**config.mk**
```make
export PLATFORM = sky130hd
export DESIGN_NAME = i_wb_arbiter
export DESIGN_NICKNAME = d
export VERILOG_FILES = /design/src/rtl/i_wb_arbiter.sv
export SDC_FILE = /design/constraint.sdc
export NUM_CORES = 1
export LEC_CHECK = 0
export CAP_MARGIN = 20
export CELL_PAD_IN_SITES_DETAIL_PLACEMENT = 1
export CELL_PAD_IN_SITES_GLOBAL_PLACEMENT = 1
export CORE_AREA = 2 2 193 195
export DETAILED_ROUTE_END_ITERATION = 12
export DIE_AREA = 0 0 195 197
export HOLD_SLACK_MARGIN = 0.1
export PLACE_DENSITY = 0.59
export SYNTH_ARGS = -nofsm -noshare
export SYNTH_HDL_FRONTEND = slang
export SYNTH_SLANG_ARGS = --single-unit
```
**constraint.sdc**
```tcl
create_clock -name clk_i -period 14.7 [get_ports clk_i]
set_input_delay 1.47 -clock clk_i [delete_from_list [all_inputs] [get_ports clk_i]]
set_output_delay 1.47 -clock clk_i [all_outputs]
set_load 0.05 [all_outputs]
```
**src/rtl/i_wb_arbiter.sv**
```systemverilog
// Integer write-back arbiter: round-robin selection of up to WRITE_PORTS results per cycle
// into registered register-file write ports. Optional per-channel skid buffer under WB_SKID_EN.
module i_wb_arbiter #(
    parameter int CHANNELS    = 4,
    parameter int WRITE_PORTS = 2,
    parameter int XLEN        = 32
) (
    input  logic                                 clk_i,
    input  logic                                 rst_n_i,
    input  logic                                 flush_i,
    input  logic [CHANNELS-1:0]                  res_valid_i,
    output logic [CHANNELS-1:0]                  res_ready_o,
    input  logic [CHANNELS-1:0][4:0]             res_addr_i,
    input  logic [CHANNELS-1:0][XLEN-1:0]        res_data_i,
    output logic [WRITE_PORTS-1:0]               we_o,
    output logic [WRITE_PORTS-1:0][4:0]          wr_iaddr_o,
    output logic [WRITE_PORTS-1:0][XLEN-1:0]     wr_idata_o
);
    localparam int PW = $clog2(CHANNELS);

    logic [PW-1:0]                     r_ptr;
    logic [CHANNELS-1:0]               w_cand_v;
    logic [CHANNELS-1:0][4:0]          w_cand_a;
    logic [CHANNELS-1:0][XLEN-1:0]     w_cand_d;
    logic [CHANNELS-1:0]               w_take;
    logic [WRITE_PORTS-1:0]            w_we;
    logic [WRITE_PORTS-1:0][4:0]       w_addr;
    logic [WRITE_PORTS-1:0][XLEN-1:0]  w_data;
    logic                              w_any;
    logic [PW-1:0]                     w_last;

`ifdef WB_SKID_EN
    logic [CHANNELS-1:0]               r_skid_full;
    logic [CHANNELS-1:0][4:0]          r_skid_addr;
    logic [CHANNELS-1:0][XLEN-1:0]     r_skid_data;

    always_comb begin
        for (int c = 0; c < CHANNELS; c++) begin
            w_cand_v[c] = r_skid_full[c] | res_valid_i[c];
            w_cand_a[c] = r_skid_full[c] ? r_skid_addr[c] : res_addr_i[c];
            w_cand_d[c] = r_skid_full[c] ? r_skid_data[c] : res_data_i[c];
        end
    end

    // Ready comes only from skid occupancy; flush and reset just mask it.
    assign res_ready_o = ~r_skid_full & {CHANNELS{~flush_i & rst_n_i}};

    always_ff @(posedge clk_i or negedge rst_n_i) begin
        if (!rst_n_i) begin
            r_skid_full <= '0;
            r_skid_addr <= '0;
            r_skid_data <= '0;
        end else if (flush_i) begin
            r_skid_full <= '0;
        end else begin
            for (int c = 0; c < CHANNELS; c++) begin
                if (w_take[c]) begin
                    r_skid_full[c] <= 1'b0;
                end else if (!r_skid_full[c] && res_valid_i[c]) begin
                    r_skid_full[c] <= 1'b1;
                    r_skid_addr[c] <= res_addr_i[c];
                    r_skid_data[c] <= res_data_i[c];
                end
            end
        end
    end
`else
    assign w_cand_v    = res_valid_i;
    assign w_cand_a    = res_addr_i;
    assign w_cand_d    = res_data_i;
    assign res_ready_o = w_take;
`endif

    // Scan from r_ptr; X0 results retire without a port, duplicates of a granted
    // destination wait, everything else fills ports in scan order.
    always_comb begin
        logic [PW-1:0] idx;
        int            n;
        logic          hit;
        w_take = '0;
        w_we   = '0;
        w_addr = '0;
        w_data = '0;
        w_any  = 1'b0;
        w_last = '0;
        idx    = '0;
        n      = 0;
        hit    = 1'b0;
        if (!flush_i && rst_n_i) begin
            for (int i = 0; i < CHANNELS; i++) begin
                idx = r_ptr + PW'(i);
                if (w_cand_v[idx]) begin
                    if (w_cand_a[idx] == 5'd0) begin
                        w_take[idx] = 1'b1;
                        w_any       = 1'b1;
                        w_last      = idx;
                    end else begin
                        hit = 1'b0;
                        for (int k = 0; k < WRITE_PORTS; k++) begin
                            if (w_we[k] && (w_addr[k] == w_cand_a[idx])) hit = 1'b1;
                        end
                        if (!hit && (n < WRITE_PORTS)) begin
                            for (int k = 0; k < WRITE_PORTS; k++) begin
                                if (k == n) begin
                                    w_we[k]   = 1'b1;
                                    w_addr[k] = w_cand_a[idx];
                                    w_data[k] = w_cand_d[idx];
                                end
                            end
                            n           = n + 1;
                            w_take[idx] = 1'b1;
                            w_any       = 1'b1;
                            w_last      = idx;
                        end
                    end
                end
            end
        end
    end

    always_ff @(posedge clk_i or negedge rst_n_i) begin
        if (!rst_n_i) begin
            r_ptr      <= '0;
            we_o       <= '0;
            wr_iaddr_o <= '0;
            wr_idata_o <= '0;
        end else if (flush_i) begin
            r_ptr <= '0;
            we_o  <= '0;
        end else begin
            we_o <= w_we;
            if (w_any) r_ptr <= w_last + 1'b1;
            for (int k = 0; k < WRITE_PORTS; k++) begin
                if (w_we[k]) begin
                    wr_iaddr_o[k] <= w_addr[k];
                    wr_idata_o[k] <= w_data[k];
                end
            end
        end
    end

endmodule

```
# [Word-level counts from Yosys, hierarchy flattened]
# Cells that the tools add are included.
[word_totals] ff_bits=78 in_bits=155 output_inout_bits=80 word_cells=218
[classes] addsub=6 magnitude_cmp=11 n_eq_ne=8 n_mux=156 bitwise=4 reduce_logical=27
[ops] op="$mux 32" count=21
[ops] op="$mux 64" count=10
[ops] op="$bmux 32 s2" count=4
[ops] op="$mux 10" count=12
[ops] op="$eq 2x32->1 const A" count=3
[ops] op="$logic_not 32->1" count=3
[ops] op="$lt 32x3->1 const B" count=3
[ops] op="$mux 5" count=13
[ops] op="$add 32x2->32 const B" count=2
[ops] op="$mux 4" count=14
[ops] op="$mux 2" count=26
[ops] op="$mux 1" count=44
[ops] op="$bmux 5 s2" count=4
[ops] op="$eq 5x5->1" count=5
[ops] op="$logic_not 5->1" count=4
[ops] op="$logic_and 1x1->1" count=13
[ops] op="$lt 2x3->1 const B" count=4
[ops] op="$or 4x4->4" count=3
[ops] op="$bmux 1 s2" count=4
[ops] op="$demux 1 s2" count=4
[ops] op="$ge 2x1->1 const B" count=4
[ops] op="$add 2x1->2 const B" count=2
[ops] op="$add 2x2->2 const B" count=2
[ops] op="$logic_not 1->1" count=4
[ops] op="3 further kinds" count=4

# [Longest topological paths before layout]
[logic_depth] ltp_word=47 mapped_depth=24 depth_no_buf=19

# [Worst setup path before layout]
# Ideal clock, no wire load.
[synth_path] path_type="input -> output" start="in res_valid_i[3]" end="out res_ready_o[0]" arrival_ps=5200 path_slack_ps=8030 stages=16 path_buffers=3 cell_sequence="mux4_2 -> buf_2 -> nor4bb_1 -> a2bb2oi_1 -> a2111o_1 -> nand3_2 -> inv_2 -> clkbuf_1 -> clkbuf_1 -> ha_1 -> nor2_1 -> o211a_1 -> nor2_1 -> a311oi_4 -> nand2_1 -> a21oi_1"
[synth_via] elab_chain_len=42 elab_cells_between_ends=102 classes_between="add/sub (2); order compare (3); eq/ne (7); mux (74); bitwise (3); reduce/logical (13)"
[synth_lines] element="from (decl)" line_no="11" source="input logic [CHANNELS-1:0] res_valid_i,"
[synth_lines] element="parallel branches: the longest is 40 deep, another holds $lt 32x3->1"
[synth_lines] element="$mux 4 (*)" line_no="92" source="if (w_cand_v[idx]) begin"
[synth_lines] element="$mux 4 (*)" line_no="89" source="if (!flush_i && rst_n_i) begin"
[synth_lines] element="to (decl)" line_no="12" source="output logic [CHANNELS-1:0] res_ready_o,"
# Every way passes the cells marked *. The select of a mux whose other input is x is not followed.

# [Worst setup path in the final report]
[layout_path] start="reg r_ptr[0]" end="out res_ready_o[3]"
[layout_via] elab_chain_len=44 elab_cells_between_ends=140 classes_between="add/sub (5); order compare (11); eq/ne (7); mux (93); bitwise (3); reduce/logical (21)"
[layout_lines] element="from (decl)" line_no="21" source="logic [PW-1:0] r_ptr;"
[layout_lines] element="from (signal assigned)" line_no="132" source="if (w_any) r_ptr <= w_last + 1'b1;"
[layout_lines] element="parallel branches: the longest is 42 deep, another holds $lt 32x3->1"
[layout_lines] element="$mux 4 (*)" line_no="92"
[layout_lines] element="$mux 4 (*)" line_no="89"
# Marks and branches as above.

==> impl_metrics.json <==
{
  "num_vias": 9602,
  "setup_tns_ns": 0,
  "min_path_type": "reg2reg",
  "grt_pass1_vias": 10010,
  "rsz0062_at_grt": "no",
  "drv_slew": 0,
  "synth_area_per_cell_um2": 8.809,
  "num_io_pins": 235,
  "fmax_mhz": 112.1,
  "max_cap_viol_count": 0,
  "drt_drc_violations_left": 0,
  "cts_root_buf": "clkbuf_16",
  "r2r-start": "r_ptr[0]",
  "grt.overflow.total": 0,
  "finalSetupViolCount": 0,
  "cp.arrival_ns": 7.45,
  "end_kind": "output pin",
  "globalplace.congestion": 0.8387,
  "worstMarginPinSlew_ns": 1.074,
  "ys_seq_elements": 78,
  "grt_pass1_wl_um": 60840,
  "synth_fp_nets": 1184,
  "initial_core_util": 0.2485,
  "crit_start": "r_ptr[0]",
  "rr_endpoint": "wr_iaddr_o[1]",
  "synth_edf_count": 0,
  "cts_hold_buf": 0,
  "synth_cells": 1023,
  "start_kind": "register",
  "numCtsBuffers": 9,
  "syn_area_um2": 9011,
  "ys.flop_type": "dfrtp_1",
  "status": "finished clean",
  "antenna_found_initial": 1,
  "final_cell_mix": "clkdlybuf4s50_1 (233), nor2_1 (131), a21oi_1 (111)",
  "port_buffers": 234,
  "dp_hpwl_um": 27610,
  "critPathCapture": "res_ready_o[3]",
  "coreArea_um2": 36260,
  "hold_viol_final": 0,
  "cp_max_fo": 52,
  "dr.pass1.iters": 7,
  "clk_latency_ns": 0.35,
  "avgRoutedWirePerCell_um": 23.89,
  "htreeDepth": 3,
  "cts_tree": "yes",
  "cts_sinks": 78,
  "cts_resized": 0,
  "drive_gt1_frac": 0.1507,
  "seq_area_frac_synth": 0.2166,
  "syn2layout_area_growth_pct": 33.24,
  "ant_nets": 0,
  "cts_setup_buffers": 0,
  "final.setup_skew_ns": 0.006691,
  "crit_type": "reg2out",
  "slew_headroom": 0.2813,
  "clockBufferDepth": 2,
  "finalCritPeriodShare": 0.6069,
  "r2r_slack_ns": 6.60,
  "min_period_ns": 8.922,
  "die_area_um2": 38420,
  "layout_commonest_cell": "clkdlybuf4s50_1",
  "async_reset_ff_frac": 1.000,
  "path_clk_slew_ns": 0.07,
  "grt_max_degree": 119,
  "synth_cell_types": 75,
  "die_x_um": 195,
  "vias_per_cell": 5.795,
  "rr_worst_depth": 20,
  "yosysWarnings": 0,
  "fin_nets": 1344,
  "drtIter0Drc": 712,
  "cp.required_ns": 13.23,
  "row_count": 70,
  "die_h_um": 197,
  "grt_use_total": 0.2041,
  "drt-total-wl_um": 39590
}
state kept, by name, summed over array words and instances, names as in the netlist:
register,count
wr_idata_o,64
we_o,2
wr_iaddr_o,10
r_ptr,2
layer usage:
layer,up-vias,GRT usage,part of all wire
met5,-,0,0
met4,0,0.06672,0.027
met3,61,0.02618,0.044
met2,322,0.3389,0.48
met1,4890,0.2755,0.45
li1,4329,-,-
stage by stage:
step	hold slack [ns]	utilization	cells	instance area, um2	setup WS (ns)
floorplan	0.7826	-	1023	9011	8.031
CTS	0.5317	0.3303	1655	11980	5.793
detailed placement	0.5176	0.3216	1639	11660	5.832
global placement	0.4771	0.3216	1639	11660	5.961
finish	0.5273	0.3311	1657	12010	5.778
global route	0.5653	0.3311	1657	12010	5.281
how the worst min path moves through the flow:
stage	from	to	depth (start not counted)
2_1_floorplan	wr_iaddr_o[8]	wr_iaddr_o[8]	2
4_1_cts	wr_iaddr_o[3]	wr_iaddr_o[3]	2
6_report	wr_iaddr_o[3]	wr_iaddr_o[3]	2
3_3_place_gp	wr_iaddr_o[0]	wr_iaddr_o[0]	1
3_5_place_dp	wr_iaddr_o[3]	wr_iaddr_o[3]	2
5_1_grt	wr_iaddr_o[0]	wr_iaddr_o[0]	1
cell type report:
cell class	count	area [um2]
Fill cell	4213	24250
Clock inverter	6	86.33
Clock buffer	10	229.0
Tap cell	468	585.6
Timing Repair Buffer	248	2465
Inverter	13	48.80
Multi-Input combinational cell	833	6630
Sequential cell	78	1959
Antenna cell	1	2.502
worst max-delay path, cell delays in order (launching register included):
cell and delay [ns]:
dfrtp_4 0.90, clkinv_1 0.60, ha_4 0.59, mux4_2 0.39, nor3_1 0.08, a21boi_1 0.55, nand3_2 0.25, inv_2 0.81
nor2_2 0.18, nand2_2 0.79, a31oi_1 0.16, and3_4 0.25, a311oi_4 0.40, nand2_1 0.10, a21oi_1 0.16, clkdlybuf4s50_1 0.82
synth_stat cells (5+ instances only):
| library cell | n | area, um2 |
|---|---|---|
| a21oi_1 | 112 | 560.5 |
| a221oi_1 | 55 | 481.7 |
| a222oi_1 | 7 | 70.07 |
| a22oi_1 | 11 | 82.58 |
| and2_1 | 6 | 37.54 |
| buf_1 | 13 | 48.80 |
| buf_2 | 22 | 110.1 |
| buf_4 | 7 | 52.55 |
| clkbuf_1 | 55 | 206.5 |
| dfrtp_1 | 78 | 1952 |
| ha_1 | 6 | 75.07 |
| inv_1 | 10 | 37.54 |
| mux2_2 | 37 | 416.7 |
| mux2i_1 | 40 | 400.4 |
| mux4_2 | 87 | 1959 |
| nand2_1 | 94 | 352.8 |
| nand2b_1 | 15 | 93.84 |
| nand3_1 | 8 | 40.04 |
| nor2_1 | 131 | 491.7 |
| nor3_1 | 10 | 50.05 |
| nor4_1 | 5 | 31.28 |
| o21ai_0 | 85 | 425.4 |
| o22ai_1 | 38 | 237.7 |
cell families (layout without fill, tap and decap cells):
logic type / Yosys count / after routing / synth area share
compound gates: 364 / 364 / 0.2644
simple gates: 289 / 289 / 0.1375
mux: 165 / 165 / 0.3094
buf+inv: 112 / 277 / 0.05429
flops: 78 / 78 / 0.2166
xor+xnor: 9 / 9 / 0.009580
fa+ha+maj: 6 / 6 / 0.008331
other cells: 0 / 1 / 0
Power is left out: the tool's default activity adds up to more than one toggle a clock period on the data nets, which glitch-free logic cannot reach.
